**config.mk**
```make
export PLATFORM = sky130hd
export DESIGN_NAME = servo_array_flat
export DESIGN_NICKNAME = d
export VERILOG_FILES = /design/src/rtl/servo_array_if.sv /design/src/rtl/servo_array.sv /design/src/flat_wrapper.sv
export SDC_FILE = /design/constraint.sdc
export NUM_CORES = 1
export LEC_CHECK = 0
export BUFFER_PORTS_ARGS = -buffer_cell sky130_fd_sc_hd__buf_2
export CAP_MARGIN = 30
export CORE_ASPECT_RATIO = 0.5
export CORE_MARGIN = 2
export CORE_UTILIZATION = 25
export CTS_CLUSTER_DIAMETER = 200
export DETAILED_ROUTE_END_ITERATION = 12
export PLACE_DENSITY = 0.45
export SLEW_MARGIN = 20
export SYNTH_ARGS = -nofsm -noshare
export SYNTH_HDL_FRONTEND = slang
export SYNTH_SLANG_ARGS = --single-unit
```
**constraint.sdc**
```tcl
create_clock -name clk -period 7.1 [get_ports clk]
set_input_delay 0.355 -clock clk [delete_from_list [all_inputs] [get_ports clk]]
set_output_delay 0.355 -clock clk [all_outputs]
set_load 0.02 [all_outputs]
```
**src/rtl/servo_array_if.sv**
```systemverilog
// Command port for servo_array: one position write per valid&ready handshake.
// The bench or sequencer drives master; the controller consumes slave.
interface servo_array_if #(
  parameter int CH_W    = 2,
  parameter int POS_LEN = 8
);
  logic               cmd_valid;
  logic               cmd_ready;
  logic [CH_W-1:0]    cmd_ch;
  logic [POS_LEN-1:0] cmd_pos;

  modport master (output cmd_valid, output cmd_ch, output cmd_pos, input  cmd_ready);
  modport slave  (input  cmd_valid, input  cmd_ch, input  cmd_pos, output cmd_ready);
endinterface

```
**src/rtl/servo_array.sv**
```systemverilog
// Multi-channel servo PWM: shared prescaler/frame counter, per-channel slew, settle and done.
// Command accepted on the edge it is seen (done drops next cycle); cmd_ready is low only in the frame-boundary cycle.
module servo_array #(
  parameter int NCH      = 4,
  parameter int CH_W     = 2,
  parameter int POS_LEN  = 8,
  parameter int PWM_LEN  = 12,
  parameter int PWM_MAX  = 2000,
  parameter int PW_MIN   = 100,
  parameter int FD_LEN   = 12,
  parameter int FD_F     = 250,
  parameter int STEP     = 4,
  parameter int WAITTIME = 100,
  parameter int RST_POS  = 128
) (
  input  logic             clk,
  input  logic             rst,
  servo_array_if.slave     cmd,
  output logic [NCH-1:0]   pwm,
  output logic [NCH-1:0]   done,
  output logic             frame,
  output logic             err
);

  typedef enum logic [1:0] {IDLE, MOVE, SETTLE} st_t;

  localparam int WT_W = (WAITTIME > 1) ? $clog2(WAITTIME) : 1;

  logic [FD_LEN-1:0]  r_pre;
  logic [PWM_LEN-1:0] r_fc;
  logic               r_frame;
  logic               r_err;
  logic               w_tick;
  logic               w_fb;
  logic               w_acc;
  logic               w_bad;

  assign w_tick        = (r_pre == FD_LEN'(FD_F - 1));
  assign w_fb          = w_tick && (r_fc == PWM_LEN'(PWM_MAX - 1));
  // Holding off commands in the boundary cycle keeps target loads and slew updates disjoint.
  assign cmd.cmd_ready = ~rst & ~w_fb;
  assign w_acc         = cmd.cmd_valid & cmd.cmd_ready;
  assign w_bad         = (32'(cmd.cmd_ch) >= NCH);

  always_ff @(posedge clk or posedge rst) begin
    if (rst) begin
      r_pre   <= '0;
      r_fc    <= '0;
      r_frame <= 1'b0;
      r_err   <= 1'b0;
    end else begin
      r_pre   <= w_tick ? '0 : r_pre + FD_LEN'(1);
      if (w_tick) begin
        r_fc <= w_fb ? '0 : r_fc + PWM_LEN'(1);
      end
      r_frame <= w_fb;
      r_err   <= w_acc & w_bad;
    end
  end

  assign frame = r_frame;
  assign err   = r_err;

  for (genvar g = 0; g < NCH; g++) begin : g_ch
    st_t                r_st;
    st_t                w_st_nxt;
    logic [POS_LEN-1:0] r_cur;
    logic [POS_LEN-1:0] r_tgt;
    logic [POS_LEN-1:0] w_cur_nxt;
    logic [POS_LEN-1:0] w_tgt_nxt;
    logic [POS_LEN-1:0] w_slew;
    logic [POS_LEN:0]   w_diff;
    logic [WT_W-1:0]    r_wait;
    logic [WT_W-1:0]    w_wait_nxt;
    logic               w_hit;
    logic               r_pwm;
    logic               r_done;

    assign w_hit = w_acc && (cmd.cmd_ch == CH_W'(g));

    always_comb begin
      w_st_nxt   = r_st;
      w_tgt_nxt  = r_tgt;
      w_cur_nxt  = r_cur;
      w_wait_nxt = r_wait;
      w_diff     = '0;
      w_slew     = r_cur;
      // Distance in POS_LEN+1 bits; a step larger than the gap lands exactly on target.
      if (r_tgt > r_cur) begin
        w_diff = {1'b0, r_tgt} - {1'b0, r_cur};
        w_slew = (w_diff > (POS_LEN+1)'(STEP)) ? r_cur + POS_LEN'(STEP) : r_tgt;
      end else if (r_tgt < r_cur) begin
        w_diff = {1'b0, r_cur} - {1'b0, r_tgt};
        w_slew = (w_diff > (POS_LEN+1)'(STEP)) ? r_cur - POS_LEN'(STEP) : r_tgt;
      end

      if (w_hit) begin
        w_tgt_nxt  = cmd.cmd_pos;
        w_st_nxt   = MOVE;
        w_wait_nxt = '0;
      end else if (w_fb) begin
        w_cur_nxt = w_slew;
        unique case (r_st)
          MOVE: begin
            if (w_slew == r_tgt) begin
              w_st_nxt   = (WAITTIME == 0) ? IDLE : SETTLE;
              w_wait_nxt = '0;
            end
          end
          SETTLE: begin
            if (32'(r_wait) == 32'(WAITTIME - 1)) w_st_nxt = IDLE;
            else                                  w_wait_nxt = r_wait + WT_W'(1);
          end
          default: ;
        endcase
      end
    end

    always_ff @(posedge clk or posedge rst) begin
      if (rst) begin
        r_st   <= IDLE;
        r_cur  <= POS_LEN'(RST_POS);
        r_tgt  <= POS_LEN'(RST_POS);
        r_wait <= '0;
        r_pwm  <= 1'b0;
        r_done <= 1'b1;
      end else begin
        r_st   <= w_st_nxt;
        r_cur  <= w_cur_nxt;
        r_tgt  <= w_tgt_nxt;
        r_wait <= w_wait_nxt;
        r_pwm  <= (r_fc < (PWM_LEN'(PW_MIN) + PWM_LEN'(r_cur)));
        r_done <= (w_st_nxt == IDLE);
      end
    end

    assign pwm[g]  = r_pwm;
    assign done[g] = r_done;
  end

endmodule

```
**src/flat_wrapper.sv**
```systemverilog
// flat-port wrapper written by rule: the top's interface ports become plain ports
module servo_array_flat 
#(
  parameter int NCH      = 4,
  parameter int CH_W     = 2,
  parameter int POS_LEN  = 8,
  parameter int PWM_LEN  = 12,
  parameter int PWM_MAX  = 2000,
  parameter int PW_MIN   = 100,
  parameter int FD_LEN   = 12,
  parameter int FD_F     = 250,
  parameter int STEP     = 4,
  parameter int WAITTIME = 100,
  parameter int RST_POS  = 128
)
  (clk, rst, pwm, done, frame, err, cmd_cmd_valid, cmd_cmd_ch, cmd_cmd_pos, cmd_cmd_ready);
  servo_array_if #(.CH_W(CH_W), .POS_LEN(POS_LEN)) cmd_i ();
  input  logic clk;
  input  logic rst;
  output logic [NCH-1:0] pwm;
  output logic [NCH-1:0] done;
  output logic frame;
  output logic err;
  input wire logic [$bits(cmd_i.cmd_valid)-1:0] cmd_cmd_valid;
  input wire logic [$bits(cmd_i.cmd_ch)-1:0] cmd_cmd_ch;
  input wire logic [$bits(cmd_i.cmd_pos)-1:0] cmd_cmd_pos;
  output wire logic [$bits(cmd_i.cmd_ready)-1:0] cmd_cmd_ready;
  assign cmd_i.cmd_valid = cmd_cmd_valid;
  assign cmd_i.cmd_ch = cmd_cmd_ch;
  assign cmd_i.cmd_pos = cmd_cmd_pos;
  assign cmd_cmd_ready = cmd_i.cmd_ready;
  servo_array #(.NCH(NCH), .CH_W(CH_W), .POS_LEN(POS_LEN), .PWM_LEN(PWM_LEN), .PWM_MAX(PWM_MAX), .PW_MIN(PW_MIN), .FD_LEN(FD_LEN), .FD_F(FD_F), .STEP(STEP), .WAITTIME(WAITTIME), .RST_POS(RST_POS)) u_core (.clk(clk), .rst(rst), .cmd(cmd_i), .pwm(pwm), .done(done), .frame(frame), .err(err));
endmodule
```
Yosys cells after proc, flatten, opt, wreduce, memory -nomap -nowiden
Index checks and enable logic that the tools add are counted.

Input port bits: 13. Register bits after elaboration: 133. Output and inout port bits: 11.

Bitwise operators: 8. Equality and inequality tests: 29. $add $sub $neg: 26. Mux-type cells: 58. Order comparisons: 20. Reduce and logical (&&, ||, !) cells: 26.

Operators by type and width (number): 2-to-1 mux 8 bit (16); 2-to-1 mux 7 bit (16); > comparator 9 x 3 -> 1 bit (second input constant) (8); subtractor 8 x 8 -> 9 bit (8); one-hot mux 7 bit (2 select lines) (4); less-than comparator 12 bit (4); adder 7 x 8 -> 9 bit (first input constant) (4); adder 8 x 3 -> 8 bit (second input constant) (4); == test 8 bit (4); > comparator 8 bit (4); less-than comparator 8 bit (4); 2-to-1 mux 2 bit (16); subtractor 8 x 3 -> 8 bit (second input constant) (4); adder 7 x 1 -> 7 bit (second input constant) (4); == test 7 bit (second input constant) (4); adder 12 x 1 -> 12 bit (second input constant) (2); 2-to-1 mux 12 bit (2); one-hot mux 2 bit (2 select lines) (4); AND reduction 4 bit (4); == test 12 x 11 -> 1 bit (second input constant) (1); == test 12 x 8 -> 1 bit (second input constant) (1); == test 2 bit (second input constant) (6); != test 3 x 1 -> 1 bit (second input constant) (4); != test 3 x 2 -> 1 bit (second input constant) (4); 8 further kinds (35).

Depth between registers and ports, before layout
Gate-level depths: netlist of run 1.

Depth in word-level cells: 11. Depth in mapped cells: 16. Gate-level depth less buffers: 13.

Worst setup path after synthesis of run 1
OpenSTA, ideal clock, no wires.

Path type: register -> register. From: register u_core.g_ch[1].r_tgt[4]. To: register u_core.g_ch[1].r_wait[2]. Period minus slack after synthesis: 3.937 ns. Arrival: 3.817 ns. Library setup time: 0.120 ns. Data required time: 6.980 ns. Path slack: 3.163 ns. Stages on the path, launching flop included: 15. Path through: dfrtp_1 > clkbuf_1 > inv_1 > ha_1 > buf_2 > a21oi_2 > o21ai_1 > or3_1 > a2111oi_4 > nand2_1 > a32o_1 > a2111o_1 > o41a_1 > o211a_1 > a31o_1.

Cells in the longest elaborated chain, start to end: 8. Elaborated cells between the ends (all ways): 13. Those cells by class: add/sub (2); order compare (4); eq/ne (2); mux (4); reduce/logical (1).

RTL lines: start, declared (line servo_array.sv:68) `logic [POS_LEN-1:0] r_tgt;`; start signal, assigned (line servo_array.sv:123) `r_tgt <= POS_LEN'(RST_POS);`; start signal, assigned (line servo_array.sv:130) `r_tgt <= w_tgt_nxt;`; subtractor 8 x 8 -> 9 bit (line servo_array.sv:93) `w_diff = {1'b0, r_cur} - {1'b0, r_tgt};`; > comparator 9 x 3 -> 1 bit (line servo_array.sv:94) `w_slew = (w_diff > (POS_LEN+1)'(STEP)) ? r_cur - POS_LEN'(STEP) : r_tgt;`; 2-to-1 mux 8 bit (line servo_array.sv:94); 2-to-1 mux 8 bit (line servo_array.sv:92) `end else if (r_tgt < r_cur) begin`; 2-to-1 mux 8 bit (line servo_array.sv:89) `if (r_tgt > r_cur) begin`; == test 8 bit (*) (line servo_array.sv:105) `if (w_slew == r_tgt) begin`; != test 3 x 1 -> 1 bit (no source line) (*); AND reduction 4 bit (no source line) (*); end signal, assigned (line servo_array.sv:131) `r_wait <= w_wait_nxt;`; end, declared (line servo_array.sv:73) `logic [WT_W-1:0] r_wait;`.

Mark *: on every way between the ends. The rest lies on a longest branch, timed or not. A chain may end at the register's enable or synchronous reset.

Final worst setup path of run 1
From: register u_core.g_ch[1].r_tgt[4]. To: register u_core.g_ch[1].r_wait[4].

The elaborated chain is that of the path after synthesis.

==> flow_summary.json, run 1 <==
{
  "worst-setup-path-type": "flip-flop to flip-flop",
  "yosysWarnings": 0,
  "clock_path_buffers": 2,
  "antenna_found_initial": 1,
  "synth-edff-count": 0,
  "clk_pin_slew_ns": 0.07,
  "rows": 58,
  "reg2reg_slack_ns": 2.41,
  "leakage_nw": 5.88,
  "h-tree-depth": 4,
  "tns_ns": 0,
  "seq_area_frac_synth_pct": 26.0,
  "status": "finished clean",
  "synthFlopType": "dfrtp_1",
  "cp_slowest_stage_delay_ns": 0.71,
  "place_congestion": 0.888,
  "cts_tree": "yes",
  "register_area_sq_mm": 0.00334,
  "crit_required_ns": 7.48,
  "port_buffers": 22,
  "finalCriticalPeriod_ns": 4.69,
  "start_kind": "flip-flop",
  "hold_viol_final": 0,
  "overflow": 0,
  "power_density_mw_per_mm2": 204,
  "wl_per_cell_microns": 17.4,
  "crit_fanout": 13,
  "syn_avg_cell_area_sq_um": 8.14,
  "core_sq_mm": 0.0506,
  "clockRootBuffer": "clkbuf_16",
  "multiInputGateArea_sq_mm": 0.00877,
  "post-route-period-util_pct": 66.1,
  "syn_nets": 1719,
  "arrival_ns": 5.07,
  "rsz0062_at_grt": "no",
  "grtUsageTotal_pct": 14.9,
  "synth.distinct_cells": 103,
  "final_common_cell": "nand2_1",
  "worstMarginPinSlew_ns": 0.978,
  "vdd_drop_max_v": 0.000113,
  "die_height_microns": 165,
  "vias": 11700,
  "slew_headroom_pct": 34.1,
  "end_kind": "flip-flop",
  "clock_skew_ns": 0.0112,
  "antenna_cells": 0,
  "drc": 0,
  "dpl_worst_slack_ns": 2.39,
  "start_util_pct": 25.5,
  "grt_pass1_wl_mm": 63.6,
  "nets": 1693,
  "syn_inst": 1583,
  "area_growth_pct": 9.92,
  "final_cell_mix": "nand2_1 (163), dfrtp_1 (121), ha_1 (119)",
  "hold_path.class": "input pin to asynchronous set/reset pin",
  "crit_chain": "inv_1 -> ha_1 -> a21oi_2 -> o21ai_1 -> o21ai_1 -> nor2b_1 -> nand4_1 -> a32o_1 -> a2111o_1 -> o41a_1 -> nor2b_1 -> a31o_1",
  "setup_slack_ns": 2.41,
  "fillCellCount": 5408,
  "grt_start_max_net_pins": 60,
  "drt_first_pass_iters": 5,
  "clkSinkCount": 133,
  "drive_gt1_share_pct": 7.64,
  "post_cts_buffers": 0,
  "max_freq_ghz": 0.213,
  "io_pins": 24,
  "setup_viol": 0,
  "drv_slew": 0,
  "cp_slowest_cell": "nor2b_1",
  "dp_hpwl_mm": 29.7,
  "avgViaCountPerCell": 5.16,
  "synthesis.area_sq_mm": 0.0129,
  "max_cap_viol_count": 0,
  "postCtsResizedCells": 0,
  "cts_buffers": 17,
  "dieArea_sq_mm": 0.0535,
  "totalWireLength_mm": 39.4,
  "grt_pass1_vias": 11200,
  "async_flop_share_pct": 100,
  "hold_buffers": 0,
  "clkLatencyLatePin_ns": 0.44,
  "drt-initial-drc-count": 948,
  "antenna_left": 0,
  "die_w_microns": 325,
  "ys_seq_elements": 133
}
==> through the flow <==
| step | std cells | utilization [%] | hold WS (ns) | total power [mW] | instance area (sq um) |
|---|---|---|---|---|---|
| floorplan | 1583 | - | 0.435 | 1.72 | 12900 |
| global placement | 2227 | 26.8 | 0.477 | 1.99 | 13500 |
| detailed placement | 2228 | 26.8 | 0.469 | 1.97 | 13600 |
| CTS | 2260 | 28.0 | 0.0191 | 2.91 | 14200 |
| global route | 2260 | 28.0 | 0.0411 | 3.09 | 14200 |
| finish | 2260 | 28.0 | 0.00623 | 2.89 | 14200 |
==> final cells by class <==
type	count	share of cell area, %
multi-input cells	1268	62.0
flip-flops and latches	133	23.6
well taps	690	6.10
clock buffers	19	3.20
inverters	108	2.91
repair buffers	29	1.24
clock inverters	13	0.972
==> routing by layer <==
| layer | track usage, % | vias up | share of wire (%) |
|---|---|---|---|
| met5 | 0 | - | 0 |
| met4 | 4.50 | 0 | 2.0 |
| met3 | 2.05 | 45 | 3.9 |
| met2 | 24.7 | 260 | 45 |
| met1 | 20.2 | 5588 | 49 |
| li1 | - | 5765 | - |
==> sequential cells by signal, summed over array words and instances (netlist names) <==
register,flops
u_core.frame,1
u_core.g_ch.r_cur,32
u_core.g_ch.r_done,4
u_core.g_ch.r_pwm,4
u_core.g_ch.r_st,8
u_core.g_ch.r_tgt,32
u_core.g_ch.r_wait,28
u_core.r_fc,12
u_core.r_pre,12
==> cell families after synthesis <==
| kind of cell | share of synthesized area (%) |
|---|---|
| xor+xnor | 5.85 |
| buf+inv | 5.93 |
| fa+ha+maj | 12.2 |
| other cells | 0.0291 |
| simple gates | 20.9 |
| flops | 26.0 |
| mux | 1.50 |
| compound gates | 27.7 |
==> where the power goes <==
group	switching [mW]	internal (mW)
clock network	0.398	0.514
registers	0.0675	0.805
logic	0.697	0.410
total	1.16	1.73
==> final timing paths <==
check,start,end,cells after the start
setup / recovery,u_core.g_ch[1].r_tgt[4]$_DFFE_PP0P_,u_core.g_ch[1].r_wait[4]$_DFFE_PP0P_,12
hold / removal,rst,u_core.g_ch[3].r_wait[2]$_DFFE_PP0P_,2
setup reg to reg,u_core.g_ch[1].r_tgt[4]$_DFFE_PP0P_,u_core.g_ch[1].r_wait[4]$_DFFE_PP0P_,12
hold reg to reg,u_core.r_pre[11]$_DFF_PP0_,u_core.r_pre[11]$_DFF_PP0_,1
max in group asynchronous,rst,u_core.g_ch[2].r_done$_DFF_PP1_,4
min in group clk,cmd_cmd_pos[5],u_core.g_ch[2].r_tgt[5]$_DFFE_PP0P_,3
==> critical path: cells and delay by family (launching register included) <==
kind,cells,cell delay [ns]
buffers and inverters,1,0.16
flip-flops,1,0.56
AND/OR/NAND/NOR,3,1.43
adder cells (fa/ha/maj),1,0.47
AO/OA/AOI/OAI,7,2.02
==> cell usage after synthesis (9+ instances only) <==
master	number	area (sq um)
a22oi_1	11	82.6
a211oi_1	40	300
and3_1	9	56.3
a31oi_1	19	119
a221oi_1	11	96.3
inv_1	105	394
dfstp_2	12	315
dfrtp_1	121	3030
o21bai_1	9	67.6
ha_1	119	1490
nand2b_1	33	206
mux2i_1	17	170
xnor2_1	65	569
and2_1	22	138
a21o_1	29	218
o21ai_0	108	541
xor2_1	21	184
o211ai_1	13	97.6
nand3_1	52	260
or2_2	11	68.8
nor3_1	33	165
nor2_1	106	398
nand2_1	163	612
o21ai_1	13	65.1
buf_2	15	75.1
nand4_1	13	81.3
clkbuf_1	42	158
buf_4	12	90.1
nor2b_1	20	125
nor4_1	10	62.6
or3_1	19	119
o221ai_1	9	78.8
a21oi_1	91	455
o21a_1	11	82.6
(Power assumes the default switching activity.)
==> run 2: changes to the inputs <==
==> constraint.sdc (replaced) <==
create_clock -name clk -period 4.48 [get_ports clk]
set_input_delay 0.224 -clock clk [delete_from_list [all_inputs] [get_ports clk]]
set_output_delay 0.224 -clock clk [all_outputs]
set_load 0.02 [all_outputs]
==> flow_summary.json, run 2 (synthesis results as in run 1) <==
{
  "vdd_drop_max_v": 0.000267,
  "antenna_left": 0,
  "drive_gt1_share_pct": 10.3,
  "antenna_cells": 0,
  "crit_fanout": 10,
  "arrival_ns": 4.56,
  "cp_top_family": "compound AO/OA/AOI/OAI gates",
  "clock_skew_ns": 0.0167,
  "grt_pass1_wl_mm": 65.9,
  "finalCriticalPeriod_ns": 4.24,
  "hold_viol_final": 0,
  "place_congestion": 0.893,
  "cp_num_buf_inv": 2,
  "clock_path_buffers": 2,
  "max_freq_ghz": 0.236,
  "timing.rr.end": "u_core.g_ch[2].r_wait[3]$_DFFE_PP0P_",
  "postLayoutCoreUtil_pct": 28.7,
  "post-route-period-util_pct": 94.6,
  "final_cell_mix": "nand2_1 (163), dfrtp_1 (121), ha_1 (118)",
  "slew_headroom_pct": 38.9,
  "wl_per_cell_microns": 17.6,
  "tns_ns": 0,
  "setup_viol": 0,
  "port_buffers": 22,
  "nets": 1739,
  "status": "finished clean",
  "antenna_found_initial": 0,
  "worst-r2r-cell-count": 13,
  "cts_tree": "yes",
  "die_w_microns": 325,
  "end_kind": "flip-flop",
  "reg_top3": "u_core.g_ch.r_cur: 32 flops, u_core.g_ch.r_tgt: 32 flops, u_core.g_ch.r_wait: 28 flops",
  "dieArea_sq_mm": 0.0535,
  "worst-setup-path-type": "flip-flop to flip-flop",
  "crit_chain": "inv_1 -> ha_1 -> a211oi_2 -> o21bai_1 -> or3_4 -> a2111oi_4 -> and2_1 -> a21oi_1 -> a311o_1 -> o21ai_2 -> buf_4 -> nand2_1 -> a32o_1",
  "core_sq_mm": 0.0506,
  "drt_first_pass_iters": 5,
  "crit_cells": 13,
  "crit_required_ns": 4.80,
  "cp_slowest_stage_delay_ns": 0.53,
  "overflow": 0,
  "hold_slack_ns": 0.142,
  "power_density_mw_per_mm2": 319,
  "rows": 58,
  "clkSinkCount": 133,
  "drt-initial-drc-count": 924,
  "final_common_cell": "nand2_1",
  "totalWireLength_mm": 40.7,
  "drc": 0,
  "timing.rr.start": "u_core.g_ch[2].r_tgt[4]$_DFFE_PP0P_",
  "cts_buffers": 17,
  "clk_pin_slew_ns": 0.06,
  "rsz0062_at_grt": "no",
  "avgViaCountPerCell": 5.16,
  "h-tree-depth": 4,
  "hold_path.class": "input pin to flip-flop",
  "io_pins": 24,
  "leakage_nw": 6.09,
  "drv_slew": 0,
  "grt_pass1_vias": 11400,
  "area_growth_pct": 12.6,
  "reg2reg_slack_ns": 0.24,
  "max_cap_viol_count": 0,
  "dp_hpwl_mm": 30.5,
  "start_util_pct": 25.5,
  "start_kind": "flip-flop",
  "vias": 11900,
  "endpoint": "u_core.g_ch[2].r_wait[3]$_DFFE_PP0P_",
  "clockRootBuffer": "clkbuf_16",
  "clkLatencyLatePin_ns": 0.44,
  "worstMarginPinSlew_ns": 0.904,
  "die_height_microns": 165,
  "grt_start_max_net_pins": 52,
  "cp_slowest_cell": "a2111oi_4",
  "startpoint": "u_core.g_ch[2].r_tgt[4]$_DFFE_PP0P_",
  "grtUsageTotal_pct": 15.4
}
## run 2: cell types whose count changed in the layout (fill, tap and decap cells not counted), moves of 2 or more
| cell | before | now |
|---|---|---|
| clkbuf_1 | 0 | 3 |
| clkinv_4 | 2 | 4 |
| clkinvlp_4 | 1 | 3 |
| inv_6 | 6 | 2 |
| buf_4 | 6 | 50 |
| inv_8 | 3 | 0 |
## run 2: where the power goes
part / switching [mW] / internal [mW] / total (mW)
clock: 0.595 / 0.797 / 1.39
combinational: 1.15 / 0.720 / 1.87
sequential: 0.0936 / 1.28 / 1.37
## run 2: final cells by class
class	instances	area, sq um
Clock buffer	22	464
Clock inverter	10	101
Fill cell	5443	36100
Inverter	108	412
Multi-Input combinational cell	1268	8790
Sequential cell	133	3340
Tap cell	690	863
Timing Repair Buffer	75	528
## run 2: how the worst min path moves through the flow
stage | startpoint | to | cells after the start
after floorplan | cmd_cmd_pos[7] | u_core.g_ch[0].r_tgt[7]$_DFFE_PP1P_ | 2
after global placement | u_core.r_pre[11]$_DFF_PP0_ | u_core.r_pre[11]$_DFF_PP0_ | 1
after detailed placement | rst | u_core.r_pre[11]$_DFF_PP0_ | 2
after CTS | cmd_cmd_pos[5] | u_core.g_ch[1].r_tgt[5]$_DFFE_PP0P_ | 3
after global routing | cmd_cmd_pos[5] | u_core.g_ch[1].r_tgt[5]$_DFFE_PP0P_ | 3
final | cmd_cmd_pos[5] | u_core.g_ch[3].r_tgt[5]$_DFFE_PP0P_ | 3
## run 2: worst register-to-register path: cells and delay by family, from the launching register on
family	cells	cell delay (ns)
AOI/OAI and AO/OA	7	2.20
adders and majority gates	1	0.47
DFF	1	0.43
and+or+nand+nor	3	0.76
buffers and inverters	2	0.27
## run 2: repair_timing
item | in CTS | in global routing
resized for setup | 0 | 5
buffers inserted | 0 | 0
setup endpoints to repair | 0 | 14
hold buffers | 1 | 0
hold endpoints to repair | 46 | 0
## run 2: routing by layer
metal,global-route usage [%],wire length (microns),up-vias
met4,3.43,459,0
met5,0,0,-
met2,25.3,18600,263
met3,1.92,1360,31
met1,21.6,20300,5786
li1,-,-,5817
## run 2: per-stage QoR
step	power (mW)	worst slack, ns	cells	cell area [sq um]
final	4.63	0.243	2306	14500
after global routing	4.93	0.0161	2306	14500
after CTS	4.63	0.237	2305	14500
after detailed placement	3.21	0.259	2272	13900
after global placement	3.23	0.318	2271	13900
after floorplan	2.72	0.543	1583	12900
